File: config.mk
export PLATFORM = sky130hd
export DESIGN_NAME = uart_tx_arbiter
export DESIGN_NICKNAME = d
export VERILOG_FILES = /design/src/rtl/uart_pkg.sv /design/src/rtl/uart_tx_engine.sv /design/src/rtl/uart_tx_arbiter.sv
export SDC_FILE = /design/constraint.sdc
export NUM_CORES = 1
export LEC_CHECK = 0
export ABC_CLOCK_PERIOD_IN_PS = 2000
export BUFFER_PORTS_ARGS = -buffer_cell sky130_fd_sc_hd__buf_2
export CORE_MARGIN = 2
export CORE_UTILIZATION = 49
export DETAILED_ROUTE_END_ITERATION = 8
export PLACE_DENSITY = 0.8
export SLEW_MARGIN = 20
export SYNTH_ARGS = -nofsm -noshare
export SYNTH_HDL_FRONTEND = slang
export SYNTH_SLANG_ARGS = --single-unit
export TNS_END_PERCENT = 30
File: constraint.sdc
create_clock -name clock -period 2 [get_ports clock]
set_clock_uncertainty 0.1 [all_clocks]
set_input_delay 0.5 -clock clock [delete_from_list [all_inputs] [get_ports clock]]
set_output_delay 0.5 -clock clock [all_outputs]
set_load 0.05 [all_outputs]
File: src/rtl/uart_pkg.sv
// Shared UART definitions for the transmit path and the future receive block.
package uart_pkg;

  typedef enum logic [1:0] {
    IDLE,
    START,
    DATA,
    STOP
  } tx_state_e;

  localparam int UART_DATA_W          = 8;
  localparam int UART_STOP_BITS       = 1;
  localparam int UART_CLK_DIV_DEFAULT = 868;

endpackage

File: src/rtl/uart_tx_engine.sv
// 8N1 serializer: start bit, DATA_W bits LSB first, one stop bit, each CLK_DIV cycles.
module uart_tx_engine
  import uart_pkg::*;
#(
  parameter int CLK_DIV = UART_CLK_DIV_DEFAULT,
  parameter int DATA_W  = UART_DATA_W
) (
  input  logic              clock,
  input  logic              reset,
  input  logic              load,
  input  logic [DATA_W-1:0] data,
  output logic              ready,
  output logic              tx_bit
);

  localparam int CNT_W = $clog2(CLK_DIV);
  localparam int IDX_W = $clog2(DATA_W);

  tx_state_e         state, state_n;
  logic [CNT_W-1:0]  baud_cnt;
  logic [IDX_W-1:0]  bit_idx;
  logic [DATA_W-1:0] shreg;
  logic              baud_end;

  assign baud_end = (baud_cnt == CNT_W'(CLK_DIV - 1));

  always_comb begin
    state_n = state;
    ready   = 1'b0;
    tx_bit  = 1'b1;
    case (state)
      IDLE: begin
        ready = 1'b1;
        if (load) state_n = START;
      end
      START: begin
        tx_bit = 1'b0;
        if (baud_end) state_n = DATA;
      end
      DATA: begin
        tx_bit = shreg[0];
        if (baud_end && (bit_idx == IDX_W'(DATA_W - 1))) state_n = STOP;
      end
      STOP: begin
        if (baud_end) state_n = IDLE;
      end
      default: state_n = IDLE;
    endcase
  end

  // Every bit period is exactly CLK_DIV long, so baud_end marks both bit and state boundaries.
  always_ff @(posedge clock or posedge reset) begin
    if (reset) begin
      state    <= IDLE;
      baud_cnt <= '0;
      bit_idx  <= '0;
    end else begin
      state <= state_n;
      if (state == IDLE || baud_end) baud_cnt <= '0;
      else                           baud_cnt <= baud_cnt + 1'b1;
      if (state == IDLE)                 bit_idx <= '0;
      else if (state == DATA && baud_end) bit_idx <= bit_idx + 1'b1;
    end
  end

  always_ff @(posedge clock) begin
    if (state == IDLE && load)          shreg <= data;
    else if (state == DATA && baud_end) shreg <= shreg >> 1;
  end

endmodule

File: src/rtl/uart_tx_arbiter.sv
// Round-robin, packet-locking arbiter sharing one UART transmit line among NUM_REQ byte streams.
module uart_tx_arbiter
  import uart_pkg::*;
#(
  parameter int NUM_REQ = 2,
  parameter int CLK_DIV = UART_CLK_DIV_DEFAULT,
  parameter int DATA_W  = UART_DATA_W
) (
  input  logic                       clock,
  input  logic                       reset,
  input  logic [NUM_REQ-1:0]         req_valid,
  input  logic [NUM_REQ*DATA_W-1:0]  req_data,
  input  logic [NUM_REQ-1:0]         req_last,
  output logic [NUM_REQ-1:0]         req_ready,
  output logic                       tx_bit,
  output logic                       busy,
  output logic [$clog2(NUM_REQ)-1:0] grant_id
);

  localparam int ID_W = $clog2(NUM_REQ);

  logic              lock;
  logic              eng_ready;
  logic              accept;
  logic              pick_vld;
  logic [ID_W-1:0]   pick;
  logic [ID_W-1:0]   scan_idx;
  logic [ID_W-1:0]   win;
  logic [DATA_W-1:0] win_data;

  // The round-robin pointer always equals the last winner, so grant_id doubles as the pointer.
  always_comb begin
    pick     = '0;
    pick_vld = 1'b0;
    scan_idx = '0;
    for (int k = NUM_REQ; k >= 1; k--) begin
      scan_idx = ID_W'((int'(grant_id) + k) % NUM_REQ);
      if (req_valid[scan_idx]) begin
        pick     = scan_idx;
        pick_vld = 1'b1;
      end
    end
  end

  always_comb begin
    req_ready = '0;
    if (eng_ready && !reset) begin
      if (lock)          req_ready[grant_id] = 1'b1;
      else if (pick_vld) req_ready[pick]     = 1'b1;
    end
  end

  assign win      = lock ? grant_id : pick;
  assign accept   = |(req_ready & req_valid);
  assign win_data = req_data[int'(win)*DATA_W +: DATA_W];
  assign busy     = ~eng_ready | lock;

  // A byte flagged last on accept closes the packet; a lone last byte never takes the lock.
  always_ff @(posedge clock or posedge reset) begin
    if (reset) begin
      lock     <= 1'b0;
      grant_id <= '0;
    end else if (accept) begin
      grant_id <= win;
      lock     <= ~req_last[win];
    end
  end

  uart_tx_engine #(
    .CLK_DIV (CLK_DIV),
    .DATA_W  (DATA_W)
  ) u_engine (
    .clock  (clock),
    .reset  (reset),
    .load   (accept),
    .data   (win_data),
    .ready  (eng_ready),
    .tx_bit (tx_bit)
  );

endmodule

# Word-level counts from Yosys, hierarchy flattened
# Cells that the tools add are included.
# word_totals
input_bits	22
wordCells	74
register_bits	25
# op_classes
bitwise	4
eq_ne	9
n_shift	1
n_mux	30
addsub	4
n_lt_le_gt_ge	7
reduce_logical	13
# ops
op	count
8-bit two-way mux	2
16-bit by 5-bit indexed part select with 8-bit output	1
1-bit two-way mux	14
2-bit two-way mux	7
10-bit by 1-bit adder with 10-bit output, second input constant	1
10-bit == test, second input constant	1
1-bit by 2-bit < comparator with 1-bit output, second input constant	5
10-bit two-way mux	1
2-bit by 1-bit != test with 1-bit output, second input constant	4
2-bit one-hot mux with 4 select lines	1
1-bit logical AND	6
3-bit two-way mux	2
2-bit == test, second input constant	2
4-bit AND reduction	1
2-bit nonzero test	2
3-bit by 1-bit adder with 3-bit output, second input constant	1
3-bit == test, second input constant	1
1-bit adder, second input constant	2
2-bit AND	1
1-bit demux with 1-bit select	2
2-bit by 1-bit == test with 1-bit output, second input constant	1
1-bit greater-or-equal comparator, second input constant	2
2-bit logical NOT	1
1-bit inverter	2
other kinds (5)	5

# Longest topological paths before layout
# Gate-level depths: netlist (run 1).
# logic_depth
ltp_word	16
depth_mapped	8
mapped_depth_nobuf	6

# Modules after synthesis
# A second synthesis (run 1) with hierarchy kept.
# unflattened
cells_unflattened	133
hier_area_um2	1488.9
# modules_own_cells
mod	seq_area_each_um2	instances	area_each_um2	cells_per_inst
uart_tx_engine	615.6	1	1201.2	103
uart_tx_arbiter	50.0	1	287.8	30

# Worst setup path after synthesis (run 1)
# No wires, ideal clock.
# synth_path
kind	reg-to-output
startpoint	register grant_id
endpoint	output req_ready[1]
t_arrival_ps	1798
n_path_buf	1
stages_incl_launch_ff	5
slack_ps	-398
path_cell_list	dfrtp_1 a21boi_0 mux2i_1 buf_2 nor2_1
# synth_between
elab_chain_len	12
elab_cells_between_ends	23
cone_classes	2 x add/sub; 4 x order compare; 15 x mux; 2 x reduce/logical
# synth_rtl
item	line_no	rtl
start: declaration	uart_tx_arbiter.sv:17	output logic [$clog2(NUM_REQ)-1:0] grant_id
start signal: assignment	uart_tx_arbiter.sv:64	grant_id <= win;
1-bit adder	uart_tx_arbiter.sv:37	scan_idx = ID_W'((int'(grant_id) + k) % NUM_REQ);
1-bit two-way mux (implied by the code) (2 in series)	uart_tx_arbiter.sv:38	if (req_valid[scan_idx]) begin
1-bit two-way mux (2 in series)	uart_tx_arbiter.sv:38	
1-bit by 2-bit < comparator with 1-bit output (implied by the code) / 1-bit greater-or-equal comparator (equally long branches)	uart_tx_arbiter.sv:49	else if (pick_vld) req_ready[pick] = 1'b1;
1-bit logical AND (implied by the code)	uart_tx_arbiter.sv:49	
1-bit two-way mux (implied by the code)	uart_tx_arbiter.sv:49	
1-bit demux with 1-bit select	uart_tx_arbiter.sv:49	
2-bit two-way mux	uart_tx_arbiter.sv:49	
2-bit two-way mux (*)	uart_tx_arbiter.sv:48	if (lock) req_ready[grant_id] = 1'b1;
2-bit two-way mux (*)	uart_tx_arbiter.sv:47	if (eng_ready && !reset) begin
end: declaration	uart_tx_arbiter.sv:14	output logic [NUM_REQ-1:0] req_ready,
# Every way passes the cells marked *; elsewhere a longest branch is shown, timed or not. The select of a mux whose other input is x is not followed.

# Worst setup path after layout (run 1)
# layout_path
startpoint	register u_engine.state[1]
endpoint	output tx_bit
# layout_between
elab_chain_len	2
elab_cells_between_ends	3
cone_classes	2 x eq/ne; 1 x mux
# layout_rtl
item	line_no	rtl
start: declaration	uart_tx_engine.sv:19	tx_state_e state, state_n;
start signal: assignment	uart_tx_engine.sv:58	state <= state_n;
2-bit == test / 2-bit by 1-bit == test with 1-bit output (equally long branches)	uart_tx_engine.sv:31	case (state)
1-bit one-hot mux with 2 select lines (*)	uart_tx_engine.sv:31	
end: declaration	uart_tx_arbiter.sv:15	output logic tx_bit,
# Every way passes the cells marked *; elsewhere a longest branch is shown, timed or not.

==> results.ini, run 1 <==
[global_route]
grt_max_degree=18
grt_first_pass_wirelength_mm=4.823
grtUsageTotal_pct=19.17
grt_pass1_vias=1085
antenna_found_initial=0
gr-total-overflow=0

[die]
start_util_pct=50.80
fp.dieH_um=57.24
fp.coreArea_um2=2734
ios=27
die_w_um=57.24
dieArea_um2=3276
num_rows=19

[clock_tree]
cts_buffer_depth=2
numCtsBuffers=3
htree_levels=1
cts_tree=built
clk_pin_slew_worst_paths_ns=0.15
cts.sinks=25
clk-insertion-delay-late_ns=0.33
cts_root_buf=clkbuf_4

[worst_setup_path]
crit_arrival_ns=1.42
end_kind=output pin
critPathLaunchType=flop
path_delay_family=flip-flops
path_max_fanout=6
cpPeakStageDelay_ns=0.41
cp_slowest_cell=dfrtp_1
required_ns=1.40
crit_buf_inv=2
r2r-start=grant_id
worstSetupPathType=reg -> out
cp_cell_sequence=buf_4, ha_4, o21ai_1, buf_6
cp-startpoint=u_engine.state[1]

[detailed_routing]
finalWirelength_mm=2.889
vias=1091
wire_per_inst_um=14.16
routed_via_density=5.348
antenna_left=0
drtIter0Drc=39
first_pass_iters=4
drc=0

[sta]
drv_slew=0
finalCritPeriodShare_pct=101.1
rsz0062_at_grt=yes
layout_setup_ws_ns=-0.02124
period_needed_ns=2.021
final_hold_viol_count=0
max_freq_mhz=494.7
setup_viol=2
max-slew-margin-rel_pct=58.02
tightest_slew_ns=0.6289

[job]
drv_cap=0

[yosys]
yosys.area_share.simple_pct=15.41
synth_compound_area_share_pct=9.009
syn-num-nets=163
syn_inst=133
synth-seq-cells=25
seq_area_frac_synth_pct=47.93
yosys_warnings=0
avgSynthCellArea_um2=10.44
synthDistinctLibCells=30
synthMuxAreaShare_pct=12.52
synth_top_family_by_area=simple AND/OR/NAND/NOR gates
synthXorXnorAreaFrac_pct=5.045
synth_area_um2=1389
synth_fa_ha_area_share_pct=7.207

[finish]
drive_gt1_share_pct=35.26
fin_util_pct=65.13
num_antenna_cells=0
syn2layout_area_growth_pct=28.20
design_area_um2=1780
final_nets=204

[status]
status=finished with violations
violations=negative setup slack

[placed_design]
hpwl_mm=2.014
port_buffers=26
place_congestion=0.8616
dpl-instance-area_um2=1622

[power_and_ir_drop]
p_total_uw=821.5
power_density_nw_per_um2=461.4
power.leakage_nw=0.8161
ir_worst_vdd_mv=0.3780

[min_path]
hold_class=in -> async

worst register-to-register path: cells and delay by family, from the launching register on:
kind | cells | cell delay, ns
compound gates | 2 | 0.61
buf+inv | 1 | 0.16
mux | 2 | 0.48
flops | 1 | 0.48
cells in the final DEF, fill, tap and decap left out, types with 2 or more instances in the layout:
cell type  Yosys  layout
nand2b_4       0       2
dfrtp_1       17      16
xor2_1         5       5
inv_1          6       4
inv_2          0       2
buf_4          0      13
nand3_1        4       4
ha_4           0       2
a31oi_1        2       2
nand4_1        3       3
nor2_4         0       2
mux2i_1       14      14
buf_6          0       5
clkbuf_4       0       3
nor2_1        24      22
buf_2          2      22
xnor2_1        3       3
ha_1           8       6
a21oi_1        9       9
nand2_1        3       3
nor3_1         4       3
edfxtp_1       8       8
area by class of cell:
cell class	instances	area, um2
Timing Repair Buffer	40	264.0
Tap cell	31	38.79
Fill cell	225	953.4
Clock inverter	1	5.005
Inverter	6	22.52
Sequential cell	25	666.9
Clock buffer	3	22.52
Multi-Input combinational cell	98	760.7
cells in the mapped netlist:
cell / n / area (um2)
buf_2: 2 / 10.01
inv_1: 6 / 22.52
and3_1: 1 / 6.260
and4b_1: 1 / 10.01
nor3_1: 4 / 20.02
nand4_1: 3 / 18.77
a31oi_1: 2 / 12.51
dfrtp_1: 17 / 425.4
a221oi_2: 1 / 15.01
o21ai_0: 3 / 15.01
mux2_2: 2 / 22.52
mux2i_1: 14 / 140.1
a21oi_1: 9 / 45.04
nand2_1: 3 / 11.26
a21boi_0: 1 / 7.510
ha_1: 8 / 100.1
mux2_1: 1 / 11.26
and2_1: 1 / 6.260
nand2b_1: 3 / 18.77
edfxtp_1: 8 / 240.2
nor2b_1: 1 / 6.260
a31o_2: 1 / 8.760
or3_1: 1 / 6.260
xor2_1: 5 / 43.79
nor2_1: 24 / 90.09
a211o_1: 1 / 8.760
xnor2_1: 3 / 26.28
clkbuf_1: 2 / 7.510
a211oi_2: 1 / 12.51
nand3_1: 4 / 20.02
state kept, by name, summed over array words and instances, names as in the netlist:
name	flops
lock	1
u_engine.bit_idx	3
u_engine.state	2
u_engine.shreg	8
grant_id	1
u_engine.baud_cnt	10
cells by family after synthesis:
logic type | Yosys count
adders and majority gates | 8
buffers and inverters | 10
AOI/OAI and AO/OA | 19
muxes | 17
xor gates and xnor gates | 8
and+or+nand+nor | 46
DFF | 25
worst paths after layout:
kind	to	cells past startpoint	slack, ns
setup / recovery	tx_bit	4	-0.02
hold / removal	lock	2	0.15
setup reg to reg	u_engine.state[1]	5	0.07
hold reg to reg	u_engine.baud_cnt[0]	1	0.40
max in group asynchronous	grant_id	2	1.21
min in group clock	grant_id	2	0.32
stage by stage:
| stage | hold slack, ns | setup TNS (ns) | std cells | setup WS, ns |
|---|---|---|---|---|
| 2_1_floorplan | 0.3260 | -0.01670 | 133 | -0.01670 |
| 3_3_place_gp | 0.3748 | 0 | 193 | 0.05003 |
| 3_5_place_dp | 0.3831 | 0 | 193 | 0.006716 |
| 4_1_cts | 0.1629 | 0 | 202 | 0.01135 |
| 5_1_grt | 0.2075 | -0.2067 | 204 | -0.06883 |
| 6_report | 0.1522 | -0.02595 | 204 | -0.02124 |
repair_timing:
| action | CTS | global route |
|---|---|---|
| endpoints found under the setup margin | 4 | 6 |
| resized for setup | 18 | 3 |
| pin swaps | 2 | 6 |
| hold buffers | 0 | 0 |
| buffers inserted | 5 | 2 |
| cloned | 0 | 0 |
per-layer routing:
layer / part of all wire, % / track usage (%) / wire, um / vias up
li1: - / - / - / 551
met2: 52 / 32.51 / 1495 / 15
met4: 1.6 / 8.638 / 45 / 0
met3: 2.1 / 2.268 / 62 / 4
met1: 44 / 24.67 / 1285 / 521
met5: 0 / 0 / 0 / -
report_power, final:
| part | total (mW) | internal, mW | switching (mW) |
|---|---|---|---|
| logic | 0.0618 | 0.0317 | 0.0301 |
| registers | 0.525 | 0.525 | 0 |
| clock network | 0.235 | 0.0751 | 0.159 |
| total | 0.821 | 0.632 | 0.190 |
Power figures use the tool's default switching activity.
==> run 2: changes to the inputs <==
--- a/constraint.sdc
+++ b/constraint.sdc
@@ -3,3 +3,3 @@
 set_input_delay 0.5 -clock clock [delete_from_list [all_inputs] [get_ports clock]]
 set_output_delay 0.5 -clock clock [all_outputs]
-set_load 0.05 [all_outputs]
+set_load 0.01 [all_outputs]
==> run 2 against run 1 <==
Compared with the run above:
- the run now ends clean
- worst hold slack better by 0.028 ns
- sequential power about the same
- fmax up 2.7%
- register-to-register slack better by 0.05 ns
- die area unchanged
- cell area down 3.7%
==> results.ini, run 2 (synthesis gave the netlist of run 1 again) <==
[finish]
top_register=u_engine.baud_cnt
num_antenna_cells=0
reg_top3=u_engine.baud_cnt (10), u_engine.shreg (8), u_engine.bit_idx (3)
mostFrequentLayoutCells=buf_2, nor2_1, mux2i_1, dfrtp_1, buf_4
regArea_um2=669.4
syn2layout_area_growth_pct=23.42
design_area_um2=1714
multi_input_area_um2=725.7
final_common_cell=buf_2
largest_reg_flops=10
final_nets=203
drive_gt1_share_pct=32.56
fillers=205

[detailed_routing]
drc=0
routed_via_density=5.276
first_pass_iters=4
antenna_left=0
vias=1071
drtIter0Drc=57
finalWirelength_mm=2.638
wire_per_inst_um=13.00

[clock_tree]
numCtsBuffers=3
cts_hold_buf=0
clk-insertion-delay-late_ns=0.32
cts_buffer_depth=2
cts_tree=built
clk_pin_slew_worst_paths_ns=0.13
cts.sinks=25
htree_levels=1
cts_root_buf=clkbuf_4

[die]
start_util_pct=50.80
num_rows=19
fp.coreArea_um2=2734
fp.dieH_um=57.24
dieArea_um2=3276
ios=27
die_w_um=57.24

[sta]
drv_slew=0
period_needed_ns=1.968
final_hold_viol_count=0
finalSetupTns_ns=0
max-slew-margin-rel_pct=56.15
tightest_slew_ns=0.6570
setup_viol=0
finalCritPeriodShare_pct=98.40
max_freq_mhz=508.1
rsz0062_at_grt=yes

[worst_setup_path]
end_kind=output pin
worstSetupPathType=reg -> out
critPathLaunchType=flop
crit_arrival_ns=1.37
path_max_fanout=8
required_ns=1.40

[job]
drv_cap=0

[power_and_ir_drop]
power_density_nw_per_um2=468.3
ir_worst_vdd_mv=0.3111
power.leakage_nw=0.7925

[global_route]
grt_first_pass_wirelength_mm=4.333
grtUsageTotal_pct=17.12
antenna_found_initial=0
grt_max_degree=18
gr-total-overflow=0
grt_pass1_vias=1028

[placed_design]
hpwl_mm=1.898
dpl-instance-area_um2=1595
port_buffers=26
place_congestion=0.8461

[status]
status=completed

[min_path]
hold_class=in -> async

==> run 2: cell count changes in the layout (fill, tap and decap cells not counted), sizes merged <==
cell / delta
buf: -1
clkbuf: +1
clkinv: -1
==> run 2: final timing paths <==
path | start | to | slack, ns | cells past startpoint
max | grant_id | req_ready[0] | 0.03 | 4
min | reset | grant_id | 0.18 | 2
max reg2reg | u_engine.state[0] | u_engine.state[1] | 0.12 | 6
min reg2reg | u_engine.baud_cnt[0] | u_engine.baud_cnt[0] | 0.40 | 1
max in group asynchronous | reset | u_engine.state[1] | 1.16 | 2
min in group clock | req_valid[0] | grant_id | 0.33 | 2
==> run 2: layer usage <==
metal | vias up | global-route usage, % | part of all wire (%)
met5 | - | 0 | 0
met4 | 0 | 7.973 | 1.9
li1 | 544 | - | -
met1 | 502 | 20.68 | 45
met3 | 4 | 3.175 | 3.2
met2 | 21 | 29.56 | 50
==> run 2: critical path, cell delays in order (launching register included) <==
cell	delay (ns)
dfrtp_2	0.46
o21ai_1	0.09
mux2_2	0.27
nor2_1	0.10
buf_2	0.13
==> run 2: final cells by class <==
class	count	share of cell area, %
tap	31	2.263
sequential	25	39.05
timing repair buffer	39	13.50
multi-input combinational	98	42.34
clock buffer	4	1.533
inverter	6	1.314
==> run 2: timing repair <==
action | 4_1_cts | 5_1_grt
pin swaps | 0 | 4
endpoints found under the setup margin | 4 | 4
gates resized for setup | 8 | 6
buffers inserted | 0 | 7
==> run 2: metrics by stage <==
| stage | total power, mW | util, % | hold WS, ns | setup slack, ns | std cells |
|---|---|---|---|---|---|
| 2_1_floorplan | 0.5631 | - | 0.3261 | 0.1141 | 133 |
| 3_3_place_gp | 0.5889 | 58.35 | 0.3690 | 0.1239 | 192 |
| 3_5_place_dp | 0.5916 | 58.35 | 0.3817 | 0.03508 | 192 |
| 4_1_cts | 0.8150 | 60.32 | 0.1777 | -0.01019 | 196 |
| 5_1_grt | 0.8417 | 62.70 | 0.2217 | -0.03413 | 203 |
| 6_report | 0.8027 | 62.70 | 0.1803 | 0.03197 | 203 |
==> run 2: power breakdown <==
part	total [mW]	internal [mW]	leakage (nW)	switching [mW]
Sequential	0.525	0.525	0.259	0
Clock	0.221	0.0781	0.0150	0.143
Combinational	0.0571	0.0296	0.519	0.0275
